--- src/rtl/instruction_queue_pkg.sv ---
// Shared types and constants for the instruction queue: entry layout and default depth.
package instruction_queue_pkg;

    localparam int IQ_DEPTH      = 8;
    localparam int IQ_ADDR_WIDTH = 32;
    localparam int IQ_DATA_WIDTH = 32;

    typedef struct packed {
        logic [IQ_ADDR_WIDTH-1:0] addr;
        logic [IQ_DATA_WIDTH-1:0] instr;
        logic                     pred_taken;
        logic [IQ_ADDR_WIDTH-1:0] pred_target;
    } iq_entry_t;

    function automatic logic [1:0] popcount2(input logic [1:0] v);
        return {1'b0, v[0]} + {1'b0, v[1]};
    endfunction

endpackage

--- src/rtl/instruction_queue.sv ---
// Two-in / two-out circular instruction buffer between fetch and decode.
// Flush or reset empties the queue in one cycle; storage itself is never cleared.
module instruction_queue
    import instruction_queue_pkg::*;
#(
    parameter int ADDR_WIDTH = IQ_ADDR_WIDTH,
    parameter int DATA_WIDTH = IQ_DATA_WIDTH,
    parameter int DEPTH      = IQ_DEPTH
) (
    input  logic                       clk,
    input  logic                       rst,
    input  logic                       flush,
    input  logic [1:0]                 enq_valid,
    input  logic [ADDR_WIDTH-1:0]      enq_addr_0,
    input  logic [ADDR_WIDTH-1:0]      enq_addr_1,
    input  logic [DATA_WIDTH-1:0]      enq_instr_0,
    input  logic [DATA_WIDTH-1:0]      enq_instr_1,
    input  logic                       enq_pred_taken_0,
    input  logic                       enq_pred_taken_1,
    input  logic [ADDR_WIDTH-1:0]      enq_pred_target_0,
    input  logic [ADDR_WIDTH-1:0]      enq_pred_target_1,
    output logic                       enq_ready,
    output logic [1:0]                 deq_valid,
    output logic [ADDR_WIDTH-1:0]      deq_addr_0,
    output logic [ADDR_WIDTH-1:0]      deq_addr_1,
    output logic [DATA_WIDTH-1:0]      deq_instr_0,
    output logic [DATA_WIDTH-1:0]      deq_instr_1,
    output logic                       deq_pred_taken_0,
    output logic                       deq_pred_taken_1,
    output logic [ADDR_WIDTH-1:0]      deq_pred_target_0,
    output logic [ADDR_WIDTH-1:0]      deq_pred_target_1,
    input  logic [1:0]                 deq_accept,
    output logic [$clog2(DEPTH):0]     count
);

    localparam int PW = $clog2(DEPTH);
    localparam int CW = PW + 1;

    iq_entry_t       r_mem [DEPTH];
    logic [PW-1:0]   r_head;
    logic [PW-1:0]   r_tail;
    logic [CW-1:0]   r_count;

    logic            w_enq_ready;
    logic            w_enq_fire;
    logic [1:0]      w_enq_n;
    logic [1:0]      w_acc;
    logic [1:0]      w_deq_n;
    logic [PW-1:0]   w_tail_p1;
    logic [PW-1:0]   w_head_p1;
    iq_entry_t       w_slot0;
    iq_entry_t       w_slot1;
    iq_entry_t       w_wr0;
    iq_entry_t       w_head0;
    iq_entry_t       w_head1;

    // Handshake: enq_ready reflects only the registered count, so a pair is taken
    // iff enq_ready && enq_valid != 0 at the edge; decode consumes min(deq_accept, count).
    assign w_enq_ready = (r_count <= CW'(DEPTH - 2));
    assign w_enq_fire  = w_enq_ready && (enq_valid != 2'b00);
    assign w_enq_n     = w_enq_fire ? popcount2(enq_valid) : 2'd0;
    assign w_acc       = (deq_accept == 2'b11) ? 2'd2 : deq_accept;
    assign w_deq_n     = ({{(CW-2){1'b0}}, w_acc} > r_count) ? r_count[1:0] : w_acc;

    assign w_tail_p1 = r_tail + PW'(1);
    assign w_head_p1 = r_head + PW'(1);

    assign w_slot0 = '{addr: enq_addr_0, instr: enq_instr_0,
                       pred_taken: enq_pred_taken_0, pred_target: enq_pred_target_0};
    assign w_slot1 = '{addr: enq_addr_1, instr: enq_instr_1,
                       pred_taken: enq_pred_taken_1, pred_target: enq_pred_target_1};
    // Valid slots are compacted: a lone slot 1 lands at tail, not tail+1.
    assign w_wr0   = enq_valid[0] ? w_slot0 : w_slot1;

    always_ff @(posedge clk) begin
        if (rst || flush) begin
            r_head  <= '0;
            r_tail  <= '0;
            r_count <= '0;
        end else begin
            r_head  <= r_head + PW'(w_deq_n);
            r_tail  <= r_tail + PW'(w_enq_n);
            r_count <= r_count + CW'(w_enq_n) - CW'(w_deq_n);
        end
    end

    always_ff @(posedge clk) begin
        if (!rst && !flush && w_enq_fire) begin
            r_mem[r_tail] <= w_wr0;
            if (enq_valid == 2'b11) begin
                r_mem[w_tail_p1] <= w_slot1;
            end
        end
    end

    assign w_head0 = r_mem[r_head];
    assign w_head1 = r_mem[w_head_p1];

    assign enq_ready         = w_enq_ready;
    assign deq_valid         = {(r_count >= CW'(2)), (r_count != '0)};
    assign deq_addr_0        = w_head0.addr;
    assign deq_addr_1        = w_head1.addr;
    assign deq_instr_0       = w_head0.instr;
    assign deq_instr_1       = w_head1.instr;
    assign deq_pred_taken_0  = w_head0.pred_taken;
    assign deq_pred_taken_1  = w_head1.pred_taken;
    assign deq_pred_target_0 = w_head0.pred_target;
    assign deq_pred_target_1 = w_head1.pred_target;
    assign count             = r_count;

endmodule
--- config.mk ---
export PLATFORM = sky130hd
export DESIGN_NAME = instruction_queue
export DESIGN_NICKNAME = d
export VERILOG_FILES = /design/src/rtl/instruction_queue_pkg.sv /design/src/rtl/instruction_queue.sv
export SDC_FILE = /design/constraint.sdc
export NUM_CORES = 2
export LEC_CHECK = 0
export CORE_UTILIZATION = 41
export CTS_BUF_LIST = sky130_fd_sc_hd__clkbuf_4 sky130_fd_sc_hd__clkbuf_8 sky130_fd_sc_hd__clkbuf_16
export CTS_CLUSTER_DIAMETER = 120
export DETAILED_ROUTE_END_ITERATION = 8
export SYNTH_ARGS = -nofsm -noshare
export SYNTH_HDL_FRONTEND = slang
export SYNTH_SLANG_ARGS = --single-unit
export TNS_END_PERCENT = 30
--- constraint.sdc ---
create_clock -name clk -period 9.3 [get_ports clk]
set_clock_uncertainty 0.2 [all_clocks]
set_input_delay 1.86 -clock clk [delete_from_list [all_inputs] [get_ports clk]]
set_output_delay 1.86 -clock clk [all_outputs]
set_load 0.02 [all_outputs]
* Word level (Yosys, flattened, before mapping)
Memory sizes are Yosys's and may differ from the RTL's. A register that Yosys moved wholly into a read port is not among the register bits.
Cells that the tools add are included.
** Storage, ports and cells
- Flip-flop bits (word level) :: 10
- Logic and storage cells :: 34
- Memory bits (writable) :: 776
- Input bits :: 201
- Memories :: 1
- Output and inout port bits :: 201
** Memories
- r_mem :: depth 8, width 97, rd ports 2, clocked after memory_dff 1, wr ports 2, line instruction_queue.sv:39 : iq_entry_t r_mem [DEPTH];
** Cells by class
- Reductions and logical operators :: 8
- Muxes and demuxes :: 10
- Eq/ne operators :: 2
- Magnitude comparators :: 3
- Add/sub/neg operators :: 7
** Operators by type and width (number)
- $mux W97 :: 1
- $add A3 B1 Y3 const B :: 2
- $add A3 B2 Y3 :: 2
- $mux W2 :: 3
- $mux W1 :: 5
- $add A4 B2 Y4 :: 1
- $eq A2 B2 Y1 const B :: 2
- $ge A4 B2 Y1 const B :: 1
- $gt A2 B4 Y1 :: 1
- $le A4 B3 Y1 const B :: 1
- $reduce_bool A4 Y1 :: 1
- $sub A4 B2 Y4 :: 1
- $logic_and A1 B1 Y1 :: 3
- $mux W3 :: 1
- $add A1 B1 Y2 :: 1
- $logic_not A1 Y1 :: 2
- $reduce_bool A2 Y1 :: 1
- $logic_or A1 B1 Y1 :: 1

* Logic depth before layout (Yosys ltp)
- Depth after elaboration :: 6
- Mapped depth :: 15
- Mapped depth without buffers :: 13

* Least setup slack after synthesis
OpenSTA, ideal clock, no wires.
- Kind :: in2reg
- Start :: in enq_valid[0]
- End :: mem r_mem[3][0] (netlist bit) (enable)
- Buffers on the path :: 4
- Cell stages on the path :: 10
- Required time :: 8.516 ns
- Data arrival time :: 8.394 ns
- Setup time :: 0.584 ns
- Slack :: 0.122 ns
- Cells stage by stage :: clkbuf_1 -> clkbuf_1 -> clkbuf_1 -> inv_1 -> ha_1 -> clkbuf_1 -> nand2b_1 -> nor2_1 -> nand3b_1 -> a21oi_1
** RTL lines
- start: declaration :: line instruction_queue.sv:13 : input logic [1:0] enq_valid,
- end: declaration :: line instruction_queue.sv:39

* Worst setup path after layout
- Start :: reg r_head[1]
- End :: out deq_pred_target_1[14]
** Between the ends
- Word-level cells in the longest chain between the ends :: 2
** RTL lines
- start: declaration :: line instruction_queue.sv:40 : logic [PW-1:0] r_head;
- start signal: assignment :: line instruction_queue.sv:81 : r_head <= r_head + PW'(w_deq_n);
- $add A3 B1 Y3 :: line instruction_queue.sv:66 : assign w_head_p1 = r_head + PW'(1);
- $mem_v2 Z8 W97
- end: declaration :: line instruction_queue.sv:31 : output logic [ADDR_WIDTH-1:0] deq_pred_target_1,
Every way passes these cells.

==> results.json <==
{
  "syn_avg_cell_area_um2": 17.9,
  "gp_congestion": 0.788,
  "final_cell_mix": "1067 x mux2_2, 776 x edfxtp_1, 400 x clkdlybuf4s50_1",
  "reg2reg_depth": 7,
  "relSlewSlack_pct": 20.2,
  "r2r_slack_ns": 4.63,
  "r2r-end": "r_mem[1][92]",
  "seq_area_mm2": 0.0235,
  "critPathMaxFanout": 44,
  "drc": 0,
  "pin_count": 402,
  "fin_crit_sh_pct": 71.7,
  "final_layout_size_suffix_gt1_share_pct": 55.8,
  "instances_no_fill": 4442,
  "first_iter_violations": 2130,
  "p_leak_uw": 0.0169,
  "slowest_stage": "dfxtp_4",
  "cts.hold.buffers_added": 0,
  "vias": 27100,
  "hold_violations": 0,
  "tns_ns": 0,
  "finalCriticalPeriod_ns": 6.67,
  "required_ns": 7.24,
  "ctsHtreeMaxLevel": 3,
  "cp_top_family": "buffers and inverters",
  "wl_per_cell_um": 31.3,
  "grt_pass1_wl_um": 200000,
  "clock_insertion_delay_worst_skew_ns": 0.66,
  "ir_drop_uv": 193,
  "cts_inserted_buffers": 90,
  "async_reset_ff_share_pct": 0,
  "multiInputGateArea_mm2": 0.0216,
  "syn-num-nets": 2779,
  "core_mm2": 0.111,
  "tightest_slew_ns": 1.20,
  "fillCellCount": 9309,
  "critPathKind": "reg2out",
  "nets": 3100,
  "synth_seq_cells": 786,
  "hold_end": "r_tail[2]",
  "routed_wl_um": 139000,
  "ys.flop_type": "edfxtp_1",
  "cts_tree": "built",
  "dr.pass1.iters": 5,
  "track_usage_pct": 24.3,
  "die_area_mm2": 0.113,
  "area_growth_pct": 18.5,
  "crit_chain": "ha_4 > xor2_4 > buf_4 > buf_4 > mux2_2 > clkdlybuf4s50_1",
  "status": "completed",
  "synth_cell_types": 36,
  "critical_path_arrival_ns": 4.61,
  "io_buffers": 401,
  "rr_startpoint": "r_tail[0]",
  "clock-sinks": 786,
  "hold_class": "reg2reg",
  "rsz0062_at_grt": "false",
  "ant_nets": 0,
  "synth_area_mm2": 0.0459,
  "grt_pass1_vias": 29000,
  "ys_warn_count": 0,
  "ys_top_cells_by_area": "edfxtp_1 51%, mux2_2 26%, mux4_2 19%",
  "p_per_area_mw_per_mm2": 193,
  "root_buffer": "clkbuf_16",
  "cts.repair.resized": 0,
  "grt-ovfl-total": 0,
  "post_cts_buffers": 0,
  "final_max_slew_viol_count": 0,
  "start_util_pct": 41.4,
  "cp_num_buf_inv": 3,
  "fp.dieH_um": 337,
  "routed_via_density": 6.11,
  "clk_path_buf_depth": 3,
  "finalWorstSetupSlack_ns": 2.63,
  "grt_start_max_net_pins": 139,
  "die_w_um": 337,
  "dp_slack_ns": 3.15,
  "whs_path_depth": 2,
  "startpoint_type": "register",
  "core.rowCount": 122,
  "cp_slowest_stage_delay_ns": 1.04,
  "hold_path.startpoint": "r_tail[2]",
  "netlist.area_leader.share_pct": 50.8,
  "cp-end-kind": "primary output",
  "max_freq_mhz": 150,
  "syn_inst": 2559,
  "dp.cells": 4276,
  "layout_commonest_cell": "mux2_2",
  "critPathMostFrequentCell": "buf_4",
  "synth-seq-area-share_pct": 51.2,
  "dp_hpwl_um": 75500,
  "setup_viol": 0,
  "antenna_found_initial": 15,
  "clkTransAtPathRegs_ns": 0.06,
  "cap_violations": 0,
  "synth_edf_count": 776,
  "yosys.area.top_type": "edfxtp_1"
}
-- through the flow --
stage / utilization [%] / hold slack [ns] / area [µm²] / total power (µW)
2_1_floorplan: - / 0.375 / 45900 / 5970
5_1_grt: 49.1 / 0.547 / 54400 / 10900
4_1_cts: 49.1 / 0.485 / 54400 / 10600
3_3_place_gp: 46.5 / 0.464 / 51500 / 7080
6_report: 49.1 / 0.488 / 54400 / 10500
3_5_place_dp: 46.5 / 0.465 / 51500 / 7110
-- cell families (layout without fill, tap and decap cells) --
logic type / Yosys count / in the layout / synth area share [%]
other: 0 / 3 / 0
AOI/OAI and AO/OA: 12 / 12 / 0.177
and+or+nand+nor: 51 / 51 / 0.605
muxes: 1460 / 1460 / 45.3
DFF: 786 / 786 / 51.2
adders and majority gates: 19 / 19 / 0.583
xor gates and xnor gates: 7 / 7 / 0.134
buffers and inverters: 224 / 616 / 1.99
-- flip-flops by register name (all words and copies together) (netlist names) --
| name | count |
|---|---|
| count | 4 |
| r_head | 3 |
| r_mem | 776 |
| r_tail | 3 |
-- worst register-to-register path: cells and delay by family, from the launching register on --
kind	cells	cell delay (ns)
simple gates	2	0.57
buf+inv	2	1.71
mux	1	0.50
flops	1	0.89
fa+ha+maj	1	0.34
xor+xnor	1	0.20
-- layout make-up --
cell class / count / area share (%)
tap: 1488 / 3.42
clock buffer: 118 / 4.75
inverter: 16 / 0.110
multi-input combinational: 1549 / 39.7
sequential: 786 / 43.2
antenna: 3 / 0.0138
clock inverter: 45 / 0.497
timing repair buffer: 437 / 8.24
-- report_power, final --
part | total [µW] | switching (µW) | internal, µW | leakage (µW)
Combinational | 2950 | 1440 | 1510 | 0.00843
Clock | 3460 | 1430 | 2030 | 0.00143
Sequential | 4070 | 73.3 | 4000 | 0.00709
-- routing by layer --
metal  wire [µm]  GRT usage [%]
met4        2480           5.73
met1       57500           32.4
met2       69900           41.5
met5         103              0
met3        9010           4.01
-- worst max path at each step --
stage / slack, ns / cells after the start / from / endpoint
after floorplan: 0.12 / 10 / enq_valid[0] / r_mem[3][0]
after global placement: 3.16 / 7 / flush / r_mem[1][94]
after detailed placement: 3.15 / 7 / flush / r_mem[1][92]
after CTS: 2.44 / 6 / r_head[1] / deq_pred_target_1[14]
after global routing: 2.35 / 5 / r_head[0] / deq_addr_1[27]
final: 2.63 / 6 / r_head[1] / deq_pred_target_1[14]
-- Yosys cell counts (5+ instances only) --
master    number
xor2_1         5
buf_1         31
ha_1          15
inv_1         16
mux2i_1        5
dfxtp_1       10
edfxtp_1     776
mux2_2      1067
mux4_2       388
nor2_1        18
clkbuf_1     130
buf_4          6
buf_2         41
(Power assumes the default switching activity.)
